### config.mk
export PLATFORM = sky130hd
export DESIGN_NAME = vip_rgb2ycbcr_pipe
export DESIGN_NICKNAME = d
export VERILOG_FILES = /design/src/rtl/vip_ycbcr_pkg.sv /design/src/rtl/vip_ycbcr_stats.sv /design/src/rtl/vip_rgb2ycbcr_pipe.sv
export SDC_FILE = /design/constraint.sdc
export NUM_CORES = 1
export LEC_CHECK = 0
export BUFFER_PORTS_ARGS = -buffer_cell sky130_fd_sc_hd__buf_2
export CORE_UTILIZATION = 64
export CTS_BUF_LIST = sky130_fd_sc_hd__clkbuf_8
export DETAILED_ROUTE_END_ITERATION = 12
export PLACE_DENSITY_LB_ADDON = 0.08
export SYNTH_ARGS = -nofsm -noshare
export SYNTH_HDL_FRONTEND = slang
export SYNTH_SLANG_ARGS = --single-unit
### constraint.sdc
create_clock -name clk -period 7.5 [get_ports clk]
set_clock_uncertainty 0.05 [all_clocks]
set_input_delay 0 -clock clk [delete_from_list [all_inputs] [get_ports clk]]
set_output_delay 0 -clock clk [all_outputs]
set_load 0.01 [all_outputs]
### src/rtl/vip_ycbcr_pkg.sv
// Shared constants for the RGB->YCbCr converter: matrix coefficients for
// BT.601 / BT.709, mode encoding and a generic unsigned saturation helper.
package vip_ycbcr_pkg;

    localparam logic MODE_BT601 = 1'b0;
    localparam logic MODE_BT709 = 1'b1;

    // Coefficients are 8-bit magnitudes; one sign bit added so 128 fits.
    localparam int COEF_W = 9;

    typedef logic signed [COEF_W-1:0] coef_t;

    typedef struct packed {
        coef_t yr;
        coef_t yg;
        coef_t yb;
        coef_t cbr;
        coef_t cbg;
        coef_t cbb;
        coef_t crr;
        coef_t crg;
        coef_t crb;
    } coef_set_t;

    localparam coef_set_t COEF_BT601 = '{
        yr:  9'sd77,  yg:  9'sd150,  yb:  9'sd29,
        cbr: -9'sd43, cbg: -9'sd85,  cbb: 9'sd128,
        crr: 9'sd128, crg: -9'sd107, crb: -9'sd21
    };

    localparam coef_set_t COEF_BT709 = '{
        yr:  9'sd54,  yg:  9'sd183,  yb:  9'sd19,
        cbr: -9'sd29, cbg: -9'sd99,  cbb: 9'sd128,
        crr: 9'sd128, crg: -9'sd116, crb: -9'sd12
    };

    function automatic coef_set_t coef_sel(input logic mode);
        return (mode == MODE_BT709) ? COEF_BT709 : COEF_BT601;
    endfunction

    // Clamp a signed value into [0, 2^dw-1]; dw is at most 12 here.
    function automatic logic [15:0] saturate(input logic signed [31:0] value, input int dw);
        logic signed [31:0] max_v;
        max_v = (32'sd1 <<< dw) - 32'sd1;
        if (value < 32'sd0) begin
            return 16'd0;
        end
        if (value > max_v) begin
            return max_v[15:0];
        end
        return value[15:0];
    endfunction

endpackage

### src/rtl/vip_ycbcr_stats.sv
// Per-frame luma accumulator: sums Y and counts valid pixels, publishes both
// on the rising edge of the (delayed) vsync and restarts from zero.
module vip_ycbcr_stats #(
    parameter int DW = 8
) (
    input  logic             clk,
    input  logic             rst,
    input  logic             vsync_i,
    input  logic             clken_i,
    input  logic [DW-1:0]    y_i,
    output logic             stat_valid_o,
    output logic [DW+21:0]   stat_luma_sum_o,
    output logic [21:0]      stat_pix_cnt_o
);

    localparam int SUM_W = DW + 22;

    logic             vsync_q;
    logic             vsync_rise;
    logic [SUM_W-1:0] sum_q, sum_d, sum_inc;
    logic [SUM_W:0]   sum_ext;
    logic [21:0]      cnt_q, cnt_d, cnt_inc;
    logic             valid_q;
    logic [SUM_W-1:0] stat_sum_q;
    logic [21:0]      stat_cnt_q;

    assign vsync_rise = vsync_i & ~vsync_q;

    always_comb begin
        sum_ext = {1'b0, sum_q} + (SUM_W+1)'(y_i);
        // Both accumulators stick at all-ones instead of wrapping.
        sum_inc = sum_ext[SUM_W] ? '1 : sum_ext[SUM_W-1:0];
        cnt_inc = (&cnt_q) ? cnt_q : cnt_q + 22'd1;
        sum_d   = sum_q;
        cnt_d   = cnt_q;
        if (vsync_rise) begin
            sum_d = clken_i ? SUM_W'(y_i) : '0;
            cnt_d = clken_i ? 22'd1 : 22'd0;
        end else if (clken_i) begin
            sum_d = sum_inc;
            cnt_d = cnt_inc;
        end
    end

    always_ff @(posedge clk) begin
        if (rst) begin
            vsync_q    <= 1'b0;
            sum_q      <= '0;
            cnt_q      <= '0;
            valid_q    <= 1'b0;
            stat_sum_q <= '0;
            stat_cnt_q <= '0;
        end else begin
            vsync_q <= vsync_i;
            sum_q   <= sum_d;
            cnt_q   <= cnt_d;
            valid_q <= vsync_rise;
            if (vsync_rise) begin
                stat_sum_q <= sum_q;
                stat_cnt_q <= cnt_q;
            end
        end
    end

    assign stat_valid_o    = valid_q;
    assign stat_luma_sum_o = stat_sum_q;
    assign stat_pix_cnt_o  = stat_cnt_q;

endmodule

### src/rtl/vip_rgb2ycbcr_pipe.sv
// Three-stage streaming RGB->YCbCr444 converter with frame-latched BT.601/709
// selection and luma offset. Define VIP_YCBCR_STATS_EN for per-frame luma stats.
module vip_rgb2ycbcr_pipe
    import vip_ycbcr_pkg::*;
#(
    parameter int DW = 8,
    parameter int AW = 24
) (
    input  logic                clk,
    input  logic                rst,
    input  logic                per_frame_vsync,
    input  logic                per_frame_clken,
    input  logic [AW-1:0]       per_frame_addr,
    input  logic [DW-1:0]       per_img_red,
    input  logic [DW-1:0]       per_img_green,
    input  logic [DW-1:0]       per_img_blue,
    input  logic                cfg_mode,
    input  logic signed [DW:0]  cfg_luma_ofs,
    output logic                post_frame_vsync,
    output logic                post_frame_clken,
    output logic [AW-1:0]       post_frame_addr,
    output logic [DW-1:0]       post_img_Y,
    output logic [DW-1:0]       post_img_Cb,
    output logic [DW-1:0]       post_img_Cr,
    output logic                stat_valid,
    output logic [DW+21:0]      stat_luma_sum,
    output logic [21:0]         stat_pix_cnt
);

    localparam int STAGES = 3;
    localparam int SW     = DW + 10;
    localparam logic signed [SW-1:0] CHROMA_BIAS = SW'(longint'(1) << (DW + 7));

    function automatic logic signed [SW-1:0] mul(input logic [DW-1:0] c, input coef_t k);
        return $signed({{(SW-DW){1'b0}}, c}) * SW'(k);
    endfunction

    function automatic logic [DW-1:0] sat_dw(input logic signed [SW-1:0] v);
        return DW'(saturate(32'(v), DW));
    endfunction

    logic      vsync_in_q;
    logic      mode_q, mode_d;
    coef_set_t k;

    // A coincident vsync fall already applies the new matrix to that pixel.
    assign mode_d = (vsync_in_q & ~per_frame_vsync) ? cfg_mode : mode_q;
    assign k      = coef_sel(mode_d);

    logic signed [SW-1:0] prod_p1_d [9];
    logic signed [SW-1:0] prod_p1_q [9];
    logic signed [SW-1:0] y_sum_p2_d, cb_sum_p2_d, cr_sum_p2_d;
    logic signed [SW-1:0] y_sum_p2_q, cb_sum_p2_q, cr_sum_p2_q;
    logic [DW-1:0]        y_p3_d, cb_p3_d, cr_p3_d;
    logic [DW-1:0]        y_p3_q, cb_p3_q, cr_p3_q;
    logic [STAGES-1:0]    vsync_q, clken_q;
    logic [AW-1:0]        addr_q [STAGES];

    // S1: nine component x coefficient products
    always_comb begin
        prod_p1_d[0] = mul(per_img_red,   k.yr);
        prod_p1_d[1] = mul(per_img_green, k.yg);
        prod_p1_d[2] = mul(per_img_blue,  k.yb);
        prod_p1_d[3] = mul(per_img_red,   k.cbr);
        prod_p1_d[4] = mul(per_img_green, k.cbg);
        prod_p1_d[5] = mul(per_img_blue,  k.cbb);
        prod_p1_d[6] = mul(per_img_red,   k.crr);
        prod_p1_d[7] = mul(per_img_green, k.crg);
        prod_p1_d[8] = mul(per_img_blue,  k.crb);
    end

    // S2: signed sums with chroma bias
    always_comb begin
        y_sum_p2_d  = prod_p1_q[0] + prod_p1_q[1] + prod_p1_q[2];
        cb_sum_p2_d = prod_p1_q[3] + prod_p1_q[4] + prod_p1_q[5] + CHROMA_BIAS;
        cr_sum_p2_d = prod_p1_q[6] + prod_p1_q[7] + prod_p1_q[8] + CHROMA_BIAS;
    end

    // S3: truncating shift, live luma offset, clamp to component range
    always_comb begin
        y_p3_d  = sat_dw((y_sum_p2_q >>> 8) + SW'(cfg_luma_ofs));
        cb_p3_d = sat_dw(cb_sum_p2_q >>> 8);
        cr_p3_d = sat_dw(cr_sum_p2_q >>> 8);
    end

    always_ff @(posedge clk) begin
        if (rst) begin
            vsync_in_q  <= 1'b0;
            mode_q      <= MODE_BT601;
            for (int i = 0; i < 9; i++) begin
                prod_p1_q[i] <= '0;
            end
            y_sum_p2_q  <= '0;
            cb_sum_p2_q <= '0;
            cr_sum_p2_q <= '0;
            y_p3_q      <= '0;
            cb_p3_q     <= '0;
            cr_p3_q     <= '0;
            vsync_q     <= '0;
            clken_q     <= '0;
            for (int i = 0; i < STAGES; i++) begin
                addr_q[i] <= '0;
            end
        end else begin
            vsync_in_q  <= per_frame_vsync;
            mode_q      <= mode_d;
            for (int i = 0; i < 9; i++) begin
                prod_p1_q[i] <= prod_p1_d[i];
            end
            y_sum_p2_q  <= y_sum_p2_d;
            cb_sum_p2_q <= cb_sum_p2_d;
            cr_sum_p2_q <= cr_sum_p2_d;
            y_p3_q      <= y_p3_d;
            cb_p3_q     <= cb_p3_d;
            cr_p3_q     <= cr_p3_d;
            vsync_q     <= {vsync_q[STAGES-2:0], per_frame_vsync};
            clken_q     <= {clken_q[STAGES-2:0], per_frame_clken};
            addr_q[0]   <= per_frame_addr;
            for (int i = 1; i < STAGES; i++) begin
                addr_q[i] <= addr_q[i-1];
            end
        end
    end

    assign post_frame_vsync = vsync_q[STAGES-1];
    assign post_frame_clken = clken_q[STAGES-1];
    assign post_frame_addr  = addr_q[STAGES-1];
    assign post_img_Y       = y_p3_q;
    assign post_img_Cb      = cb_p3_q;
    assign post_img_Cr      = cr_p3_q;

`ifdef VIP_YCBCR_STATS_EN
    vip_ycbcr_stats #(
        .DW(DW)
    ) u_stats (
        .clk             (clk),
        .rst             (rst),
        .vsync_i         (post_frame_vsync),
        .clken_i         (post_frame_clken),
        .y_i             (post_img_Y),
        .stat_valid_o    (stat_valid),
        .stat_luma_sum_o (stat_luma_sum),
        .stat_pix_cnt_o  (stat_pix_cnt)
    );
`else
    assign stat_valid    = 1'b0;
    assign stat_luma_sum = '0;
    assign stat_pix_cnt  = '0;
`endif

endmodule
==> impl_metrics.py <==
metrics = {
    "worst_setup_path": {
        "crit_type": "reg2reg",
        "path_cells": "nand2b_1 > mux2i_4 > nand2_1 > inv_1 > ha_1 > inv_1 > fa_1 > inv_1 > ha_1 > fa_1 > ha_1 > fa_1 > a21o_1 > a21oi_1 > o21ai_0 > and2_1 > o41ai_1 > o21ai_0 > xnor2_1 > nor2_1",
        "ff2ff_setup_slack_ns": 1.51,
        "crit_path_start_kind": "flop",
        "reg2reg_depth": 20,
        "crit_cells": 20,
        "cp-end-kind": "flop",
        "worstPathArrival_ns": 6.39,
        "critPathMaxStageDelay_ns": 0.89,
        "slowest_stage": "mux2i_4",
        "cp_max_fo": 31,
        "crit_buf_inv": 3,
        "cp_data_required_time_ns": 7.91,
        "cpLargestDelayFamily": "adder cells",
    },
    "synthesis": {
        "yosys_register_bits": 265,
        "yosys_warnings": 0,
        "synth_top_area_share_pct": 25.6,
        "synth_area_leader_cell": "ha_1",
        "syn_area_per_cell_sq_um": 9.74,
        "synthFlopType": "dfxtp_1",
        "ys_seq_area_share_pct": 24.4,
        "synthTopCellsByArea": "ha_1, dfxtp_1, fa_1",
        "synthCells": 2233,
        "yosysUniqueCellTypes": 57,
        "netlist_area_sq_mm": 0.0217,
        "synth_enable_flop_cells": 0,
        "synth-async-reset-ratio_pct": 0,
    },
    "timing": {
        "relSlewSlack_pct": 28.2,
        "max_freq_ghz": 0.167,
        "min_period_ns": 5.99,
        "tightest_slew_ns": 1.05,
        "slew_violations": 0,
        "finalSetupTns_ns": 0,
        "rsz0062_at_grt": "false",
        "hold_viol": 0,
        "min_period_over_period_pct": 79.8,
        "setup_slack_ns": 1.51,
        "setup_viol": 0,
    },
    "placed_design": {
        "io_buffers": 111,
        "post-place-ws_ns": 1.55,
        "gp_congestion": 0.901,
        "post-dp-hpwl_mm": 34.5,
        "place_area_sq_mm": 0.0224,
    },
    "floorplan": {
        "start_util_pct": 65.0,
        "io_pins": 165,
        "die_w_um": 186,
        "fp-row-count": 67,
        "core_sq_mm": 0.0334,
        "die_area_sq_mm": 0.0347,
        "die_y_um": 186,
    },
    "grt": {
        "antenna_found_initial": 1,
        "grt_pass1_vias": 15600,
        "grt_max_degree": 97,
        "grt_pass1_wl_mm": 73.5,
        "grt_overflow": 0,
        "gr-usage-all-layers_pct": 26.0,
    },
    "finish": {
        "area_delta_synth_final_pct": 10.8,
        "design_area_sq_mm": 0.0241,
        "drive_gt1_share_pct": 8.48,
        "fin_util_pct": 72.0,
        "final_nets": 3095,
        "multiInputGateArea_sq_mm": 0.0145,
        "fillers": 2520,
        "register_area_sq_mm": 0.00531,
    },
    "power": {
        "leakagePower_nw": 13.1,
        "peakVddDrop_mv": 0.232,
        "power_mw": 7.97,
        "cellPowerDensity_mw_per_mm2": 331,
    },
    "cts": {
        "cts_root_buf": "clkbuf_8",
        "clockBufferDepth": 3,
        "cts_setup_buffers": 0,
        "h-tree-depth": 2,
        "clk_pin_slew_ns": 0.06,
        "tritoncts.num_buffers": 44,
        "clock-sinks": 265,
        "cts_tree": "built",
        "clk-insertion-delay-late_ns": 0.59,
    },
    "job": {
        "cap_violations": 0,
    },
    "detailed_routing": {
        "wl_per_cell_um": 14.9,
        "wl_met1_mm": 19.2,
        "postRouteWirelength_mm": 42.9,
        "ant_nets": 0,
        "top_layer_used": "met4",
        "via_count": 14700,
        "remaining_drc_errors": 0,
        "drtIter0Drc": 520,
        "dr.pass1.iters": 4,
        "wl_met2_mm": 20.4,
        "wl_met3_mm": 1.68,
        "viasPerCell": 5.11,
    },
    "worst_hold_path": {
        "hold_depth": 3,
        "hp-class": "in2reg",
    },
    "status": {
        "outcome": "finished clean",
    },
}
[sequential cells by signal, indices dropped and copies added (netlist names)]
name         flops
addr_q          72
cb_sum_p2_q     10
clken_q          3
cr_sum_p2_q     10
mode_q           1
post_img_Cb      8
post_img_Cr      8
post_img_Y       8
prod_p1_q      132
vsync_q          3
y_sum_p2_q      10
[layout make-up]
type / count / share of cell area (%)
clock inverters: 31 / 1.47
inverters: 373 / 5.81
repair buffers: 182 / 5.25
flip-flops and latches: 265 / 22.0
well taps: 448 / 2.33
multi-input cells: 1527 / 60.2
diodes: 1 / 0.0104
clock buffers: 51 / 2.91
[routing by layer]
| metal | GRT usage [%] | vias up |
|---|---|---|
| li1 | - | 7321 |
| met1 | 33.0 | 6984 |
| met2 | 44.6 | 311 |
| met3 | 3.67 | 89 |
| met4 | 10.5 | 0 |
| met5 | 0 | - |
[final timing paths]
path                                      start                end
worst min-delay path            per_img_blue[4]  prod_p1_q[0][101]
worst max-delay path                 vsync_q[0]  prod_p1_q[0][142]
worst min register to register  cb_sum_p2_q[14]     post_img_Cb[6]
worst max register to register       vsync_q[0]  prod_p1_q[0][142]
[kinds of logic after synthesis]
logic type / after synthesis / synth area share, %
adders and majority gates: 640 / 43.6
buffers and inverters: 511 / 10.2
and+or+nand+nor: 486 / 10.7
DFF: 265 / 24.4
AOI/OAI and AO/OA: 226 / 6.91
xor gates and xnor gates: 97 / 3.91
muxes: 6 / 0.299
other: 2 / 0.0345
[power breakdown]
part / total (mW) / internal (mW) / switching [mW]
clock network: 1.48 / 0.880 / 0.604
logic: 4.57 / 2.08 / 2.49
registers: 1.92 / 1.75 / 0.169
[synth_stat cells, drive strengths merged (6+ instances only)]
master / n
ha: 445
inv: 373
dfxtp: 265
fa: 195
nor2: 147
nor2b: 128
nand2: 111
buf: 79
a21oi: 68
xnor2: 62
clkbuf: 59
o21ai: 37
nor3: 35
xor2: 35
a21o: 34
o21a: 32
nand3: 19
o21bai: 14
nand2b: 12
or2: 8
or3: 8
a31oi: 6
a41oi: 6
[worst min-delay path: stages]
cell and delay [ns]:
buf_2 0.16, inv_1 0.24, nor2_1 0.17
[through the flow]
stage	cells	hold WS (ns)
after floorplan	2303	0.0782
after detailed placement	2727	0.164
after global routing	2878	0.0400
after CTS	2877	0.0486
final	2878	0.0348
after global placement	2727	0.159
[cells in the final DEF, fill, tap and decap left out, drive strengths merged, types with 68 or more instances in the layout]
cell         netlist  final
a21oi             68     68
buf               79    114
conb               2     72
dfxtp            265    265
dlygate4sd3        0     68
fa               195    195
ha               445    445
inv              373    385
nand2            111    111
nor2             147    147
nor2b            128    128
[timing repair]
action,4_1_cts,5_1_grt
endpoints found under the hold margin,129,0
resized for setup,0,0
hold buffers,68,0
Power figures use the tool's default switching activity.
